--- src/rtl/clock_display_scan.sv ---
// Six-digit multiplexed seven-segment scanner with frame snapshot, blank window and blink.
// Optional: CLOCK_DISPLAY_LEADING_ZERO_BLANK_EN hides a zero hours-tens digit.
module clock_display_scan #(
    parameter int SCAN_DIV  = 50000,
    parameter int BLANK_CYC = 500
) (
    input  logic        clk,
    input  logic        rst,
    input  logic [23:0] digits,
    input  logic [5:0]  blink_mask,
    input  logic        blink_pulse,
    output logic [5:0]  an,
    output logic [6:0]  seg,
    output logic        dp
);

    localparam int CW = $clog2(SCAN_DIV);
    localparam logic [CW-1:0] CNT_LAST  = CW'(SCAN_DIV - 1);
    localparam logic [CW-1:0] CNT_BLANK = CW'(BLANK_CYC);

    logic [CW-1:0] cnt;
    logic [2:0]    idx;
    logic [23:0]   shadow;
    logic          phase;

    logic [3:0] dig;
    logic       blk;
    logic       lit;
    logic       slot_end;
    logic [5:0] an_d;
    logic [6:0] seg_d;
    logic       dp_d;

    assign slot_end = (cnt == CNT_LAST);

    always_comb begin
        dig = shadow[3:0];
        blk = blink_mask[0];
        case (idx)
            3'd1:    begin dig = shadow[7:4];   blk = blink_mask[1]; end
            3'd2:    begin dig = shadow[11:8];  blk = blink_mask[2]; end
            3'd3:    begin dig = shadow[15:12]; blk = blink_mask[3]; end
            3'd4:    begin dig = shadow[19:16]; blk = blink_mask[4]; end
            3'd5:    begin dig = shadow[23:20]; blk = blink_mask[5]; end
            default: begin dig = shadow[3:0];   blk = blink_mask[0]; end
        endcase
    end

    always_comb begin
        lit = (cnt >= CNT_BLANK) && !(phase && blk);
`ifdef CLOCK_DISPLAY_LEADING_ZERO_BLANK_EN
        if (idx == 3'd5 && shadow[23:20] == 4'd0)
            lit = 1'b0;
`endif
        an_d = lit ? ~(6'b000001 << idx) : 6'h3F;
        dp_d = !(lit && (idx == 3'd2 || idx == 3'd4));
    end

    always_comb begin
        seg_d = 7'h7F;
        case (dig)
            4'd0:    seg_d = 7'h40;
            4'd1:    seg_d = 7'h79;
            4'd2:    seg_d = 7'h24;
            4'd3:    seg_d = 7'h30;
            4'd4:    seg_d = 7'h19;
            4'd5:    seg_d = 7'h12;
            4'd6:    seg_d = 7'h02;
            4'd7:    seg_d = 7'h78;
            4'd8:    seg_d = 7'h00;
            4'd9:    seg_d = 7'h10;
            default: seg_d = 7'h7F;
        endcase
    end

    always_ff @(posedge clk or negedge rst) begin
        if (!rst) begin
            cnt    <= '0;
            idx    <= 3'd0;
            shadow <= 24'h0;
            phase  <= 1'b0;
            an     <= 6'h3F;
            seg    <= 7'h7F;
            dp     <= 1'b1;
        end else begin
            if (blink_pulse)
                phase <= ~phase;
            if (slot_end) begin
                cnt <= '0;
                // snapshot only at frame wrap so a frame never mixes two times
                if (idx == 3'd5) begin
                    idx    <= 3'd0;
                    shadow <= digits;
                end else begin
                    idx <= idx + 3'd1;
                end
            end else begin
                cnt <= cnt + CW'(1);
            end
            an  <= an_d;
            seg <= seg_d;
            dp  <= dp_d;
        end
    end

endmodule

--- config.mk ---
export PLATFORM = sky130hd
export DESIGN_NAME = clock_display_scan
export DESIGN_NICKNAME = d
export VERILOG_FILES = /design/src/rtl/clock_display_scan.sv
export SDC_FILE = /design/constraint.sdc
export NUM_CORES = 1
export LEC_CHECK = 0
export CAP_MARGIN = 20
export CORE_MARGIN = 2
export CORE_UTILIZATION = 40
export DETAILED_ROUTE_END_ITERATION = 6
export GPL_ROUTABILITY_DRIVEN = 0
export PLACE_DENSITY = 0.66
export REMOVE_ABC_BUFFERS = 1
export SYNTH_ARGS = -nofsm -noshare
export SYNTH_HDL_FRONTEND = slang
export SYNTH_SLANG_ARGS = --single-unit
--- constraint.sdc ---
create_clock -name clk -period 6.5 [get_ports clk]
set_clock_uncertainty 0.05 [all_clocks]
set_input_delay 0.975 -clock clk [delete_from_list [all_inputs] [get_ports clk]]
set_output_delay 0.975 -clock clk [all_outputs]
set_load 0.02 [all_outputs]
==> flow_summary_export.csv, run 1 <==
group,metric,value,unit
run_status,status,"finished, final reports clean",
synthesis,ys_seq_area_share,51.0,%
route,drcViolationCount,0,
route,route.detailed.wl_per_inst,14.9,µm
layout,nFillCells,618,
critical_path,worst_ep_arrival_time,3.35,ns
layout,nets,331,
die,die_w,88.8,µm
timing,slew_violations,0,
route,routed_wl,5.85,mm
global_routing,grt_pass1_wl,9.43,mm
route,via_count,2020,
critical_path,cp_max_fo,22,
clock_tree,clock-sinks,58,
critical_path,end_kind,"flip-flop",
clock_tree,postCtsSetupBuffers,0,
clock_tree,clock_latency,0.35,ns
placement,dp_hpwl,4.01,mm
pwr,power_density,203,nW/µm²
timing,hold_violations,0,
timing,fmax,317,MHz
global_routing,grt_pass1_vias,1912,
synthesis,netlist_area,2880,µm²
route,postRouteAntennaNets,0,
synthesis,ys_ff_latch,58,
clock_tree,cts_tree,"built",
global_routing,grt_start_max_net_pins,59,
placement,numPortBuffers,46,
pwr,power.leakage,0.00161,µW
critical_path,cp.required,6.69,ns
route,dr.pass1.iters,5,
synthesis,ys_warn_count,0,
timing,setup_violations,0,
clock_tree,cts_resized,0,
synthesis,ys_async_sr_fraction,100,%
die,pin_count,47,
die,die_h,88.8,µm
synthesis,synthFlopType,"dfrtp_1",
critical_path,critPathLaunchType,"flip-flop",
layout,syn_to_final_growth,24.6,%
die,dieArea,7890,µm²
die,initial_core_util,41.9,%
synthesis,synth-edff-count,0,
clock_tree,cts_buffer_depth,2,
hold_path,holdCritPathClass,"reg -> reg",
pwr,ir_drop,0.0884,mV
timing,relSlewSlack,46.0,%
flow_run,drv_cap,0,
timing,period_minus_slack,3.16,ns
pwr,p_total,730,µW
synthesis,ys_types,58,
route,via_per_inst,5.14,
route,drtIter0Drc,99,
clock_tree,cts_made_buffers,9,
synthesis,synthCells,247,
timing,grt_setup_unrepaired,"false",
clock_tree,cts_hold_buf,0,
die,fp.coreArea,6870,µm²
clock_tree,cts.clk_slew.worst_paths,0.07,ns
timing,timing.final.crit_share,48.6,%
synthesis,synth_area_per_cell,11.7,µm²
timing,fin_tns_setup,0,ns
layout,final_layout_size_suffix_gt1_share,16.2,%
critical_path,crit_type,"reg -> reg",
global_routing,overflow,0,
clock_tree,cts_root_buf,"clkbuf_8",
layout,antenna_cells,0,
timing,tightest_slew,0.805,ns
global_routing,antenna_found_initial,0,
global_routing,grt_usage,16.4,%
die,rows,30,
clock_tree,h-tree-depth,3,
[path summary, 6_finish.rpt]
kind,startpoint,endpoint,slack (ns),depth (start not counted)
max reg2reg,idx[1]$_DFFE_PN0N_,seg[6]$_DFF_PN1_,3.34,11
min in group asynchronous,rst,cnt[5]$_DFF_PN0_,0.71,2
min reg2reg,shadow[7]$_DFFE_PN0P_,shadow[7]$_DFFE_PN0P_,0.44,1
max in group asynchronous,rst,shadow[1]$_DFFE_PN0P_,5.21,2
min,shadow[7]$_DFFE_PN0P_,shadow[7]$_DFFE_PN0P_,0.44,1
max,idx[1]$_DFFE_PN0N_,seg[6]$_DFF_PN1_,3.34,11
[cells in the mapped netlist, types with 4 or more instances]
library cell / n / area [µm²]
nor2_1: 22 / 82.6
nand3_1: 7 / 35.0
mux2_2: 5 / 56.3
mux2_1: 21 / 236
a211o_1: 4 / 35.0
dfrtp_1: 44 / 1100
buf_6: 4 / 45.0
ha_1: 6 / 75.1
mux2i_1: 5 / 50.1
nand2_1: 16 / 60.1
xnor2_1: 5 / 43.8
a21oi_1: 7 / 35.0
dfstp_2: 14 / 368
xor2_1: 12 / 105
nand4_1: 4 / 25.0
inv_1: 9 / 33.8
[flip-flops by register name (all words and copies together), names as in the netlist]
| register | cells |
|---|---|
| seg | 7 |
| idx | 3 |
| shadow | 24 |
| an | 6 |
| phase | 1 |
| cnt | 16 |
| dp | 1 |
[worst max-delay path, cell delays in order, from the launching register on]
cell	delay, ns
dfrtp_1	0.79
and2_1	0.22
ha_1	0.51
nor2_1	0.11
a211o_1	0.29
a21oi_1	0.34
nor2_1	0.14
ha_1	0.20
inv_1	0.07
o311ai_0	0.12
o31ai_1	0.09
mux2i_1	0.12
[metrics by stage]
step                util, %  hold slack [ns]  instance area (µm²)  std cells  setup slack, ns
finish                 52.2            0.440                 3590        393             3.34
global route           52.2            0.454                 3590        393             3.07
CTS                    51.8            0.441                 3560        392             3.34
detailed placement     49.0            0.426                 3360        376             3.37
global placement       49.0            0.415                 3360        376             3.43
floorplan                 -            0.398                 2780        233             3.86
[cells by family (layout without fill, tap and decap cells)]
family / Yosys count / after routing / share of synthesized area [%]
buffers and inverters: 23 / 73 / 4.56
and+or+nand+nor: 72 / 72 / 13.2
AOI/OAI and AO/OA: 39 / 39 / 10.7
adders and majority gates: 6 / 6 / 2.61
muxes: 32 / 32 / 12.7
DFF: 58 / 58 / 51.0
xor gates and xnor gates: 17 / 17 / 5.17
[cells in the final DEF, fill, tap and decap left out, types with 7 or more instances in the layout]
cell type | Yosys | final
clkdlybuf4s50_1 | 0 | 45
dfrtp_1 | 44 | 44
nor2_1 | 22 | 22
mux2_1 | 21 | 21
nand2_1 | 16 | 16
dfstp_2 | 14 | 14
xor2_1 | 12 | 12
clkbuf_8 | 0 | 10
inv_1 | 9 | 9
a21oi_1 | 7 | 7
nand3_1 | 7 | 7
[report_power, final]
group	leakage, µW	total, µW	internal, µW	switching [µW]
sequential	0.000744	368	365	3.40
combinational	0.000769	30.6	19.5	11.1
clock	0.0000953	331	186	145
[area by class of cell]
cell class | count | area [µm²] | share of cell area (%)
Sequential cell | 58 | 1470 | 40.9
Multi-Input combinational cell | 166 | 1280 | 35.6
Timing Repair Buffer | 48 | 490 | 13.7
Clock buffer | 11 | 141 | 3.94
Tap cell | 96 | 120 | 3.35
Clock inverter | 5 | 55.1 | 1.53
Inverter | 9 | 33.8 | 0.941
[per-layer routing]
layer	vias to the layer above	share of wire, %	track usage (%)
li1	967	-	-
met1	982	47	22.0
met2	60	46	23.8
met3	11	5.4	5.22
met4	0	2.2	8.26
met5	-	0	0
(Power assumes the default switching activity.)
==> run 2, diff against run 1 <==
- clock period: 6.5 -> 3 ns (I/O delays scaled with it)
==> run 2 against run 1 <==
Effect of this change: critical path depth is 4 lower; first-iteration DRC count is 8.1% lower; register-to-register slack worse by 2.9 ns; die area stayed put; largest cell class unchanged; highest routed layer unchanged.
==> flow_summary_export.csv, run 2 (synthesis results as in run 1) <==
group,metric,value,unit
run_status,status,"finished, final reports clean",
route,via_count,2010,
global_routing,overflow,0,
layout,antenna_cells,0,
route,via_per_inst,5.01,
clock_tree,cts.clk_slew.worst_paths,0.06,ns
pwr,p_int,1260,µW
route,drtIter0Drc,91,
global_routing,grt_usage,16.0,%
global_routing,grt_pass1_wl,9.38,mm
die,initial_core_util,41.9,%
critical_path,cp-startpoint,"idx[0]$_DFFE_PN0N_",
critical_path,cp.required,3.20,ns
layout,largest_reg_flops,24,
critical_path,critPathLaunchType,"flip-flop",
pwr,comb_power_share,4.4,%
timing,grt_setup_unrepaired,"false",
timing,fmax,392,MHz
timing,setup_violations,0,
layout,regMostFlops,"shadow",
route,drcViolationCount,0,
pwr,p_total,1580,µW
die,rows,30,
critical_path,crit_type,"reg -> reg",
layout,final_common_cell,"clkdlybuf4s50_1",
die,die_w,88.8,µm
route,postRouteAntennaNets,0,
timing,relSlewSlack,65.7,%
layout,nets,339,
route,routed_wl,5.64,mm
critical_path,cp_max_fo,10,
flow_run,drv_cap,0,
layout,largestRegisters,"shadow: 24 flops, cnt: 16 flops, seg: 7 flops",
die,pin_count,47,
pwr,clkPwrFrac,45.1,%
timing,timing.final.crit_share,85.0,%
layout,final_cell_mix,"clkdlybuf4s50_1 (45), dfrtp_1 (44), nor2_1 (22), mux2_1 (21), nand2_1 (16)",
timing,tightest_slew,0.515,ns
die,die_h,88.8,µm
timing,period_minus_slack,2.55,ns
die,dieArea,7890,µm²
global_routing,antenna_found_initial,0,
clock_tree,cts_made_buffers,9,
die,fp.coreArea,6870,µm²
pwr,ir_drop,0.196,mV
critical_path,r2r-start,"idx[0]$_DFFE_PN0N_",
critical_path,end_kind,"flip-flop",
clock_tree,postCtsSetupBuffers,0,
clock_tree,cts_hold_buf,0,
clock_tree,cts_buffer_depth,2,
critical_path,worst_ep_arrival_time,2.75,ns
layout,final_layout_size_suffix_gt1_share,17.7,%
hold_path,holdCritPathClass,"in -> async",
clock_tree,cts_resized,0,
layout,syn_to_final_growth,26.5,%
placement,dp_hpwl,4.06,mm
clock_tree,clock-sinks,58,
clock_tree,cts_tree,"built",
pwr,power_density,434,nW/µm²
route,route.detailed.wl_per_inst,14.1,µm
timing,slew_violations,0,
clock_tree,clock_latency,0.33,ns
global_routing,grt_start_max_net_pins,50,
clock_tree,h-tree-depth,3,
global_routing,grt_pass1_vias,1937,
route,dr.pass1.iters,4,
timing,hold_violations,0,
placement,numPortBuffers,46,
clock_tree,cts_root_buf,"clkbuf_8",
pwr,p_switching,318,µW
pwr,switching_share,20.1,%
pwr,seqPwrFrac,50.4,%
layout,nFillCells,628,
timing,fin_tns_setup,0,ns
pwr,power.leakage,0.00165,µW
timing,hold_ws,0.0335,ns
[run 2: routing by layer]
metal / part of all wire, % / track usage, % / up-vias
met4: 1.3 / 8.26 / 0
met2: 47 / 23.9 / 54
met3: 5.1 / 3.92 / 8
li1: - / - / 982
met1: 47 / 21.6 / 966
met5: 0 / 0 / -
[run 2: power by group through the flow]
stage               Clock, µW  Combinational (µW)  Sequential [µW]
floorplan                   0                8.20              809
global placement            0                69.3              811
detailed placement          0                69.4              812
CTS                       735                69.7              798
global route              767                76.8              798
finish                    714                70.2              798
[run 2: layout make-up]
class / instances / area (µm²) / share of cell area (%)
Multi-Input combinational cell: 166 / 1280 / 35.1
Clock buffer: 14 / 163 / 4.47
Sequential cell: 58 / 1470 / 40.3
Tap cell: 96 / 120 / 3.30
Clock inverter: 2 / 35.0 / 0.962
Inverter: 9 / 33.8 / 0.928
Timing Repair Buffer: 56 / 543 / 14.9
[run 2: worst paths after layout]
check	to	slack [ns]	depth (start not counted)
min	cnt[5]$_DFF_PN0_	0.03	1
max	seg[0]$_DFF_PN1_	0.45	7
max in group asynchronous	seg[0]$_DFF_PN1_	2.26	2
max reg2reg	seg[0]$_DFF_PN1_	0.45	7
min reg2reg	shadow[6]$_DFFE_PN0P_	0.43	1
min in group clk	shadow[6]$_DFFE_PN0P_	0.43	1
[run 2: per-stage QoR]
| step | utilization, % | std cells | area (µm²) | setup WS (ns) |
|---|---|---|---|---|
| floorplan | - | 233 | 2780 | 0.358 |
| global placement | 49.9 | 384 | 3420 | 0.476 |
| detailed placement | 49.9 | 384 | 3420 | 0.437 |
| CTS | 52.7 | 400 | 3620 | 0.482 |
| global route | 53.0 | 401 | 3640 | 0.227 |
| finish | 53.0 | 401 | 3640 | 0.451 |
[run 2: worst max-delay path: stages (launching register included)]
cell and delay [ns]:
dfrtp_1 0.46, and2_1 0.17, ha_1 0.34, inv_1 0.07, mux4_2 0.51, o31ai_2 0.44
o2111ai_1 0.25, o211ai_1 0.16
